### config.mk
export PLATFORM = sky130hd
export DESIGN_NAME = multicycle_controller
export DESIGN_NICKNAME = d
export VERILOG_FILES = /design/src/rtl/multicycle_controller.sv
export SDC_FILE = /design/constraint.sdc
export NUM_CORES = 1
export LEC_CHECK = 0
export CAP_MARGIN = 0
export CORE_MARGIN = 3
export CORE_UTILIZATION = 41
export CTS_CLUSTER_DIAMETER = 80
export DETAILED_ROUTE_END_ITERATION = 10
export PLACE_DENSITY = 0.85
export SYNTH_ARGS = -nofsm -noshare
export SYNTH_HDL_FRONTEND = slang
export SYNTH_SLANG_ARGS = --single-unit
### constraint.sdc
create_clock -name clk -period 1.9 [get_ports clk]
set_input_delay 0.475 -clock clk [delete_from_list [all_inputs] [get_ports clk]]
set_output_delay 0.475 -clock clk [all_outputs]
set_load 0.02 [all_outputs]
### src/rtl/multicycle_controller.sv
// ---------------------------------------------------------------------------
// multicycle_controller
//   Main control FSM of the multicycle RV32I core. Sequences fetch, decode,
//   execute, memory and writeback for lw, sw, R-type, I-type ALU, beq/bne and
//   jal, and drives the datapath mux selects and write strobes. Memory
//   accesses wait on a ready handshake guarded by a timeout watchdog.
//
// Parameters
//   MAX_WAIT     cycles to wait for mem_ready in FETCH/MEMREAD/MEMWRITE (>=1)
//
// Ports
//   clk          in   rising-edge clock
//   reset        in   synchronous, active-low reset
//   op           in   [6:0] opcode from the instruction register
//   funct3       in   [2:0] instr[14:12] (bit 0 selects beq/bne)
//   zero         in   ALU zero flag
//   mem_ready    in   memory access completes this cycle
//   pcwrite      out  PC register enable
//   adrsrc       out  memory address select (0 PC, 1 ALUOut)
//   irwrite      out  instruction/oldPC register enable
//   memwrite     out  memory write strobe
//   regwrite     out  register file write enable
//   resultsrc    out  [1:0] 00 ALUOut, 01 memdata, 10 ALU result
//   alusrca      out  [1:0] 00 PC, 01 oldPC, 10 rs1
//   alusrcb      out  [1:0] 00 rs2, 01 immext, 10 const 4
//   aluop        out  [1:0] 00 add, 01 sub, 10 decode by funct
//   immsrc       out  [1:0] 00 I, 01 S, 10 B, 11 J
//   illegal_op   out  sticky: unsupported opcode decoded
//   mem_timeout  out  sticky: memory wait expired
//   state_dbg    out  [3:0] current state encoding
// ---------------------------------------------------------------------------
module multicycle_controller #(
    parameter int MAX_WAIT = 15
) (
    input  logic       clk,
    input  logic       reset,
    input  logic [6:0] op,
    input  logic [2:0] funct3,
    input  logic       zero,
    input  logic       mem_ready,
    output logic       pcwrite,
    output logic       adrsrc,
    output logic       irwrite,
    output logic       memwrite,
    output logic       regwrite,
    output logic [1:0] resultsrc,
    output logic [1:0] alusrca,
    output logic [1:0] alusrcb,
    output logic [1:0] aluop,
    output logic [1:0] immsrc,
    output logic       illegal_op,
    output logic       mem_timeout,
    output logic [3:0] state_dbg
);

    localparam int CW = (MAX_WAIT < 2) ? 1 : $clog2(MAX_WAIT);

    localparam logic [6:0] OP_LW  = 7'b0000011;
    localparam logic [6:0] OP_SW  = 7'b0100011;
    localparam logic [6:0] OP_R   = 7'b0110011;
    localparam logic [6:0] OP_I   = 7'b0010011;
    localparam logic [6:0] OP_B   = 7'b1100011;
    localparam logic [6:0] OP_JAL = 7'b1101111;

    typedef enum logic [3:0] {
        FETCH    = 4'd0,
        DECODE   = 4'd1,
        MEMADR   = 4'd2,
        MEMREAD  = 4'd3,
        MEMWB    = 4'd4,
        MEMWRITE = 4'd5,
        EXECR    = 4'd6,
        EXECI    = 4'd7,
        ALUWB    = 4'd8,
        BRANCH   = 4'd9,
        JAL      = 4'd10
    } state_t;

    state_t          state_q, state_d;
    logic [CW-1:0]   wait_cnt_q, wait_cnt_d;
    logic            illegal_q, illegal_d;
    logic            timeout_q, timeout_d;
    logic            expired;
    logic            pcwrite_c, irwrite_c, memwrite_c, regwrite_c;

    // Only funct3[0] distinguishes beq from bne.
    logic unused_funct3;
    assign unused_funct3 = ^funct3[2:1];

    assign expired = (wait_cnt_q == CW'(MAX_WAIT - 1));

    always_ff @(posedge clk) begin
        if (!reset) begin
            state_q    <= FETCH;
            wait_cnt_q <= '0;
            illegal_q  <= 1'b0;
            timeout_q  <= 1'b0;
        end else begin
            state_q    <= state_d;
            wait_cnt_q <= wait_cnt_d;
            illegal_q  <= illegal_d;
            timeout_q  <= timeout_d;
        end
    end

    always_comb begin
        state_d    = state_q;
        wait_cnt_d = '0;
        illegal_d  = illegal_q;
        timeout_d  = timeout_q;
        pcwrite_c  = 1'b0;
        adrsrc     = 1'b0;
        irwrite_c  = 1'b0;
        memwrite_c = 1'b0;
        regwrite_c = 1'b0;
        resultsrc  = 2'b00;
        alusrca    = 2'b00;
        alusrcb    = 2'b00;
        aluop      = 2'b00;

        // Waiting states share the handshake: ready advances, otherwise the
        // counter runs until expiry aborts to FETCH. Ready on the expiry
        // cycle takes priority over the abort.
        case (state_q)
            FETCH: begin
                alusrcb   = 2'b10;
                resultsrc = 2'b10;
                irwrite_c = mem_ready;
                pcwrite_c = mem_ready;
                if (mem_ready) begin
                    state_d = DECODE;
                end else if (expired) begin
                    timeout_d = 1'b1;
                end else begin
                    wait_cnt_d = wait_cnt_q + 1'b1;
                end
            end
            DECODE: begin
                alusrca = 2'b01;
                alusrcb = 2'b01;
                case (op)
                    OP_LW, OP_SW: state_d = MEMADR;
                    OP_R:         state_d = EXECR;
                    OP_I:         state_d = EXECI;
                    OP_B:         state_d = BRANCH;
                    OP_JAL:       state_d = JAL;
                    default: begin
                        state_d   = FETCH;
                        illegal_d = 1'b1;
                    end
                endcase
            end
            MEMADR: begin
                alusrca = 2'b10;
                alusrcb = 2'b01;
                state_d = (op == OP_LW) ? MEMREAD : MEMWRITE;
            end
            MEMREAD: begin
                adrsrc = 1'b1;
                if (mem_ready) begin
                    state_d = MEMWB;
                end else if (expired) begin
                    state_d   = FETCH;
                    timeout_d = 1'b1;
                end else begin
                    wait_cnt_d = wait_cnt_q + 1'b1;
                end
            end
            MEMWB: begin
                resultsrc  = 2'b01;
                regwrite_c = 1'b1;
                state_d    = FETCH;
            end
            MEMWRITE: begin
                adrsrc     = 1'b1;
                memwrite_c = 1'b1;
                if (mem_ready) begin
                    state_d = FETCH;
                end else if (expired) begin
                    state_d   = FETCH;
                    timeout_d = 1'b1;
                end else begin
                    wait_cnt_d = wait_cnt_q + 1'b1;
                end
            end
            EXECR: begin
                alusrca = 2'b10;
                aluop   = 2'b10;
                state_d = ALUWB;
            end
            EXECI: begin
                alusrca = 2'b10;
                alusrcb = 2'b01;
                aluop   = 2'b10;
                state_d = ALUWB;
            end
            ALUWB: begin
                regwrite_c = 1'b1;
                state_d    = FETCH;
            end
            BRANCH: begin
                alusrca   = 2'b10;
                aluop     = 2'b01;
                pcwrite_c = zero ^ funct3[0];
                state_d   = FETCH;
            end
            JAL: begin
                alusrca   = 2'b01;
                alusrcb   = 2'b10;
                pcwrite_c = 1'b1;
                state_d   = ALUWB;
            end
            default: state_d = FETCH;
        endcase
    end

    always_comb begin
        case (op)
            OP_SW:   immsrc = 2'b01;
            OP_B:    immsrc = 2'b10;
            OP_JAL:  immsrc = 2'b11;
            default: immsrc = 2'b00;
        endcase
    end

    // Write strobes are held off for as long as reset is asserted.
    assign pcwrite     = pcwrite_c  & reset;
    assign irwrite     = irwrite_c  & reset;
    assign memwrite    = memwrite_c & reset;
    assign regwrite    = regwrite_c & reset;
    assign illegal_op  = illegal_q;
    assign mem_timeout = timeout_q;
    assign state_dbg   = state_q;

endmodule

### Yosys cells after proc, flatten, opt, wreduce, memory -nomap -nowiden

Index checks and enable logic that the tools add are counted.

* flip-flop bits (word level): 10
* output and inout bits: 21
* logic and storage cells: 64

* add/sub/neg operators: 1
* equality and inequality tests: 18
* multiplexer cells: 17
* bitwise operators: 9
* reductions and logical operators: 15

Operators by type and width (count)
* one-hot mux 4 bit (6 select lines): 1
* one-hot mux 4 bit (5 select lines): 1
* equality test 4 x 3 -> 1 bit, second input constant: 4
* equality test 4 bit, second input constant: 4
* 2-to-1 mux 4 bit: 4
* one-hot mux 2 bit (2 select lines): 4
* equality test 7 x 6 -> 1 bit, second input constant: 2
* equality test 7 bit, second input constant: 2
* OR reduction 2 bit: 6
* OR reduction 3 bit: 3
* equality test 4 x 2 -> 1 bit, second input constant: 2
* OR reduction 4 bit: 2
* equality test 7 x 2 -> 1 bit, second input constant: 1
* equality test 7 x 5 -> 1 bit, second input constant: 1
* one-hot mux 2 bit (3 select lines): 1
* OR reduction 6 bit: 1
* adder 4 x 1 -> 4 bit, second input constant: 1
* AND 1 bit: 4
* equality test 4 x 1 -> 1 bit, second input constant: 1
* logical NOT 4 bit: 1
* 2-to-1 mux 1 bit: 4
* NOT 1 bit: 4
* 2-to-1 mux 3 bit: 1
* one-hot mux 1 bit (3 select lines): 1
* 4 further kinds: 4

### Longest topological paths before layout

* depth in word-level cells: 4
* gate-level depth with buffers: 6
* gate-level depth less buffers: 6

### Worst setup path before layout

No wires, ideal clock.

* kind: register to output
* start: register state_q[2], in the netlist state_dbg[2]
* end: output irwrite
* arrival time: 1.850 ns
* data required time: 1.425 ns
* setup slack: -0.425 ns
* cell stages (with the launch flop): 5
* path buffers: 2
* cells stage by stage: dfxtp_1 > buf_2 > buf_2 > nor4_1 > and3_1

* word-level cells in the longest chain between the ends: 3

RTL lines
* start: declaration: line 79 `state_t state_q, state_d;`
* start signal: assignment: line 99 `state_q <= state_d;`
* logical NOT 4 bit: line 124 `case (state_q)`
* 2-to-1 mux 1 bit: line 124
* AND 1 bit: line 228 `assign irwrite = irwrite_c & reset;`
* end: declaration: line 43 `output logic irwrite,`

No other way between the ends.

### Worst setup path in the final report

* start: register state_q[1], in the netlist state_dbg[1]
* end: output irwrite

Same word-level chain as after synthesis.

==> impl_metrics.csv <==
group,metric,value,unit
run_status,outcome,"finished clean",
synthesis,synth_top_cell_area_share,24.7,%
floorplan,dieArea,2550,sq um
route,firstDrtPassIters,4,
synthesis,yosys-top-cells-area,"dfxtp_1 (25%), xor2_1 (5.4%), nor2_1 (5.1%)",
synthesis,postSynthCellCount,108,
clock_tree,cts_made_buffers,3,
timing,final.setup_skew,0.000528,ns
route,via_per_inst,5.58,
critical_path,cp_max_fo,5,
synthesis,async_flop_share,0,%
clock_tree,htreeDepth,1,
timing,drv_slew,0,
clock_tree,cts_buffer_depth,2,
power_and_ir_drop,finalPower,601,uW
timing,min_period,1.84,ns
layout,design_area,1490,sq um
place,place_congestion,0.875,
synthesis,yosys.area.top_type,"dfxtp_1",
power_and_ir_drop,vdd_drop_max,0.514,mV
critical_path,crit_start,"state_dbg[1]",
timing,timing.final.crit_share,97.1,%
place,dp_hpwl,2.34,mm
critical_path,setup.worst_path.class,"reg -> out",
floorplan,start_util,45.0,%
floorplan,core.rowCount,15,
critical_path,path_cells,"buf_4, nor4_4, and3_4, buf_6",
synthesis,yosysMostFrequentCell,"nor2_1",
grt,grt_max_degree,20,
critical_path,startpoint_type,"register",
route,wl,3.18,mm
synthesis,synth_edf_count,0,
synthesis,synth.avg_cell_area,7.51,sq um
route,drc_errors,0,
timing,hold_viol,0,
critical_path,cp_slowest_stage_delay,0.34,ns
place,port_buffers,32,
timing,setup_viol_count_final,0,
floorplan,core_area,1800,sq um
clock_tree,cts_tree,"done",
grt,grt_first_pass_wirelength,5.06,mm
place,dp.cells,191,
route,drt_iter0_drc,13,
synthesis,syn_nets,124,
critical_path,cp.required,1.42,ns
critical_path,regToRegStartpoint,"wait_cnt_q[0]",
critical_path,crit_buf_inv,2,
power_and_ir_drop,power.leakage,0.000763,uW
floorplan,fp.dieH,50.5,um
layout,antenna_cells,0,
layout,finalNetCount,191,
power_and_ir_drop,p_per_area,404,nW/um^2
critical_path,crit_family,"simple AND/OR/NAND/NOR gates",
synthesis,synth_flop_cell,"dfxtp_1",
grt,antenna_found_initial,0,
min_path,hold_class,"reg -> reg",
clock_tree,hold_buffers,0,
synthesis,yosysWarnings,0,
route,wl_per_cell,16.0,um
grt,first_global_vias,1124,
critical_path,end_kind,"output pin",
timing,holdWs,0.479,ns
critical_path,arrival,1.37,ns
timing,max_slew.worst_pin.slew,0.379,ns
grt,grt_usage,26.0,%
layout,utilization,82.6,%
synthesis,ys_seq_area_share,24.7,%
floorplan,die_w,50.5,um
clock_tree,cts.clk_slew.worst_paths,0.06,ns
layout,syn_to_final_growth,83.6,%
critical_path,crit_path_top_delay_cell,"dfxtp_2",
route,ant_nets,0,
layout,nFillCells,121,
synthesis,netlist-cell-type-count,40,
timing,slew_headroom,74.4,%
synthesis,ys_ff_latch,10,
grt,gr-total-overflow,0,
clock_tree,clock_sinks,10,
flow_run,drv_cap,0,
route,vias,1111,
clock_tree,cts-root-buf,"clkbuf_4",
min_path,hold_start,"mem_timeout",
clock_tree,insertion_delay,0.26,ns
layout,drive_above_1_share,46.0,%
synthesis,netlist_area,811,sq um
floorplan,io-pin-count,35,
timing,fmax,542,MHz
timing,grt_setup_unrepaired,"no",
place,place_area,1420,sq um
synthesis,yosys-top-cells-count,"nor2_1 (11), dfxtp_1 (10), nand2_1 (8)",
layout,finalNonFillerCells,199,
==> cell type report <==
| cell class | instances | area, sq um | share of cell area (%) |
|---|---|---|---|
| Multi-Input combinational cell | 86 | 638 | 42.9 |
| Clock buffer | 4 | 36.3 | 2.44 |
| Inverter | 5 | 18.8 | 1.26 |
| Sequential cell | 10 | 210 | 14.1 |
| Tap cell | 25 | 31.3 | 2.10 |
| Timing Repair Buffer | 69 | 554 | 37.2 |
==> worst reg2reg max path, delay by kind of cell, from the launching register on <==
kind	cells	cell delay, ns
AO/OA/AOI/OAI	3	0.80
flip-flops	1	0.39
adder cells (fa/ha/maj)	1	0.22
AND/OR/NAND/NOR	1	0.09
buffers and inverters	1	0.07
==> per-stage QoR <==
stage                     setup TNS (ns)  worst slack [ns]
after floorplan                  -0.0635           -0.0271
after global placement             -4.79            -0.716
after detailed placement           -5.39            -0.798
after CTS                         -0.339            -0.214
after global routing                   0           0.00271
final                                  0            0.0555
==> sequential cells by signal, indices dropped and copies added (netlist names) <==
signal and cells:
state_dbg 4, illegal_op 1, mem_timeout 1, wait_cnt_q 4
==> metal layers <==
layer | wire, um | GRT usage, %
met4 | 102 | 12.1
met1 | 1290 | 26.8
met2 | 1620 | 49.8
met3 | 174 | 4.75
met5 | 0 | 0
==> where the power goes <==
| group | total, uW | internal (uW) | switching [uW] |
|---|---|---|---|
| registers | 225 | 214 | 10.2 |
| clock network | 184 | 116 | 67.7 |
| logic | 192 | 99.3 | 93.1 |
| total | 601 | 430 | 171 |
==> timing repair <==
action / 4_1_cts / 5_1_grt
cloned: 0 / 0
endpoints found under the setup margin: 18 / 13
hold endpoints to repair: 0 / 0
pin swaps: 5 / 9
buffers inserted: 1 / 3
gates resized for setup: 74 / 36
==> cells by family after synthesis <==
group / synth area share [%]
flops: 24.7
fa+ha+maj: 3.09
mux: 1.39
simple gates: 33.2
buf+inv: 6.48
compound gates: 23.6
xor+xnor: 7.56
==> cell usage in the layout (no fill, tap or decap), drive strengths merged, types with 3 or more instances in the layout <==
cell,instances
nor2b,3
nor3,7
clkdlybuf4s50,3
dlymetal6s2s,3
inv,5
dlygate4sd2,6
a31oi,3
nand2,8
xor2,5
o21ai,3
buf,48
and3,3
dfxtp,10
a21oi,5
nor2,11
nand3,3
clkbuf,13
==> final timing paths <==
| check | to | slack, ns | depth (start not counted) |
|---|---|---|---|
| worst max register to register | state_dbg[1] | 0.26 | 6 |
| worst max-delay path | irwrite | 0.06 | 4 |
| worst min register to register | mem_timeout | 0.48 | 2 |
| worst min-delay path | mem_timeout | 0.48 | 2 |
Note: power is estimated with default switching activity, not from simulation.
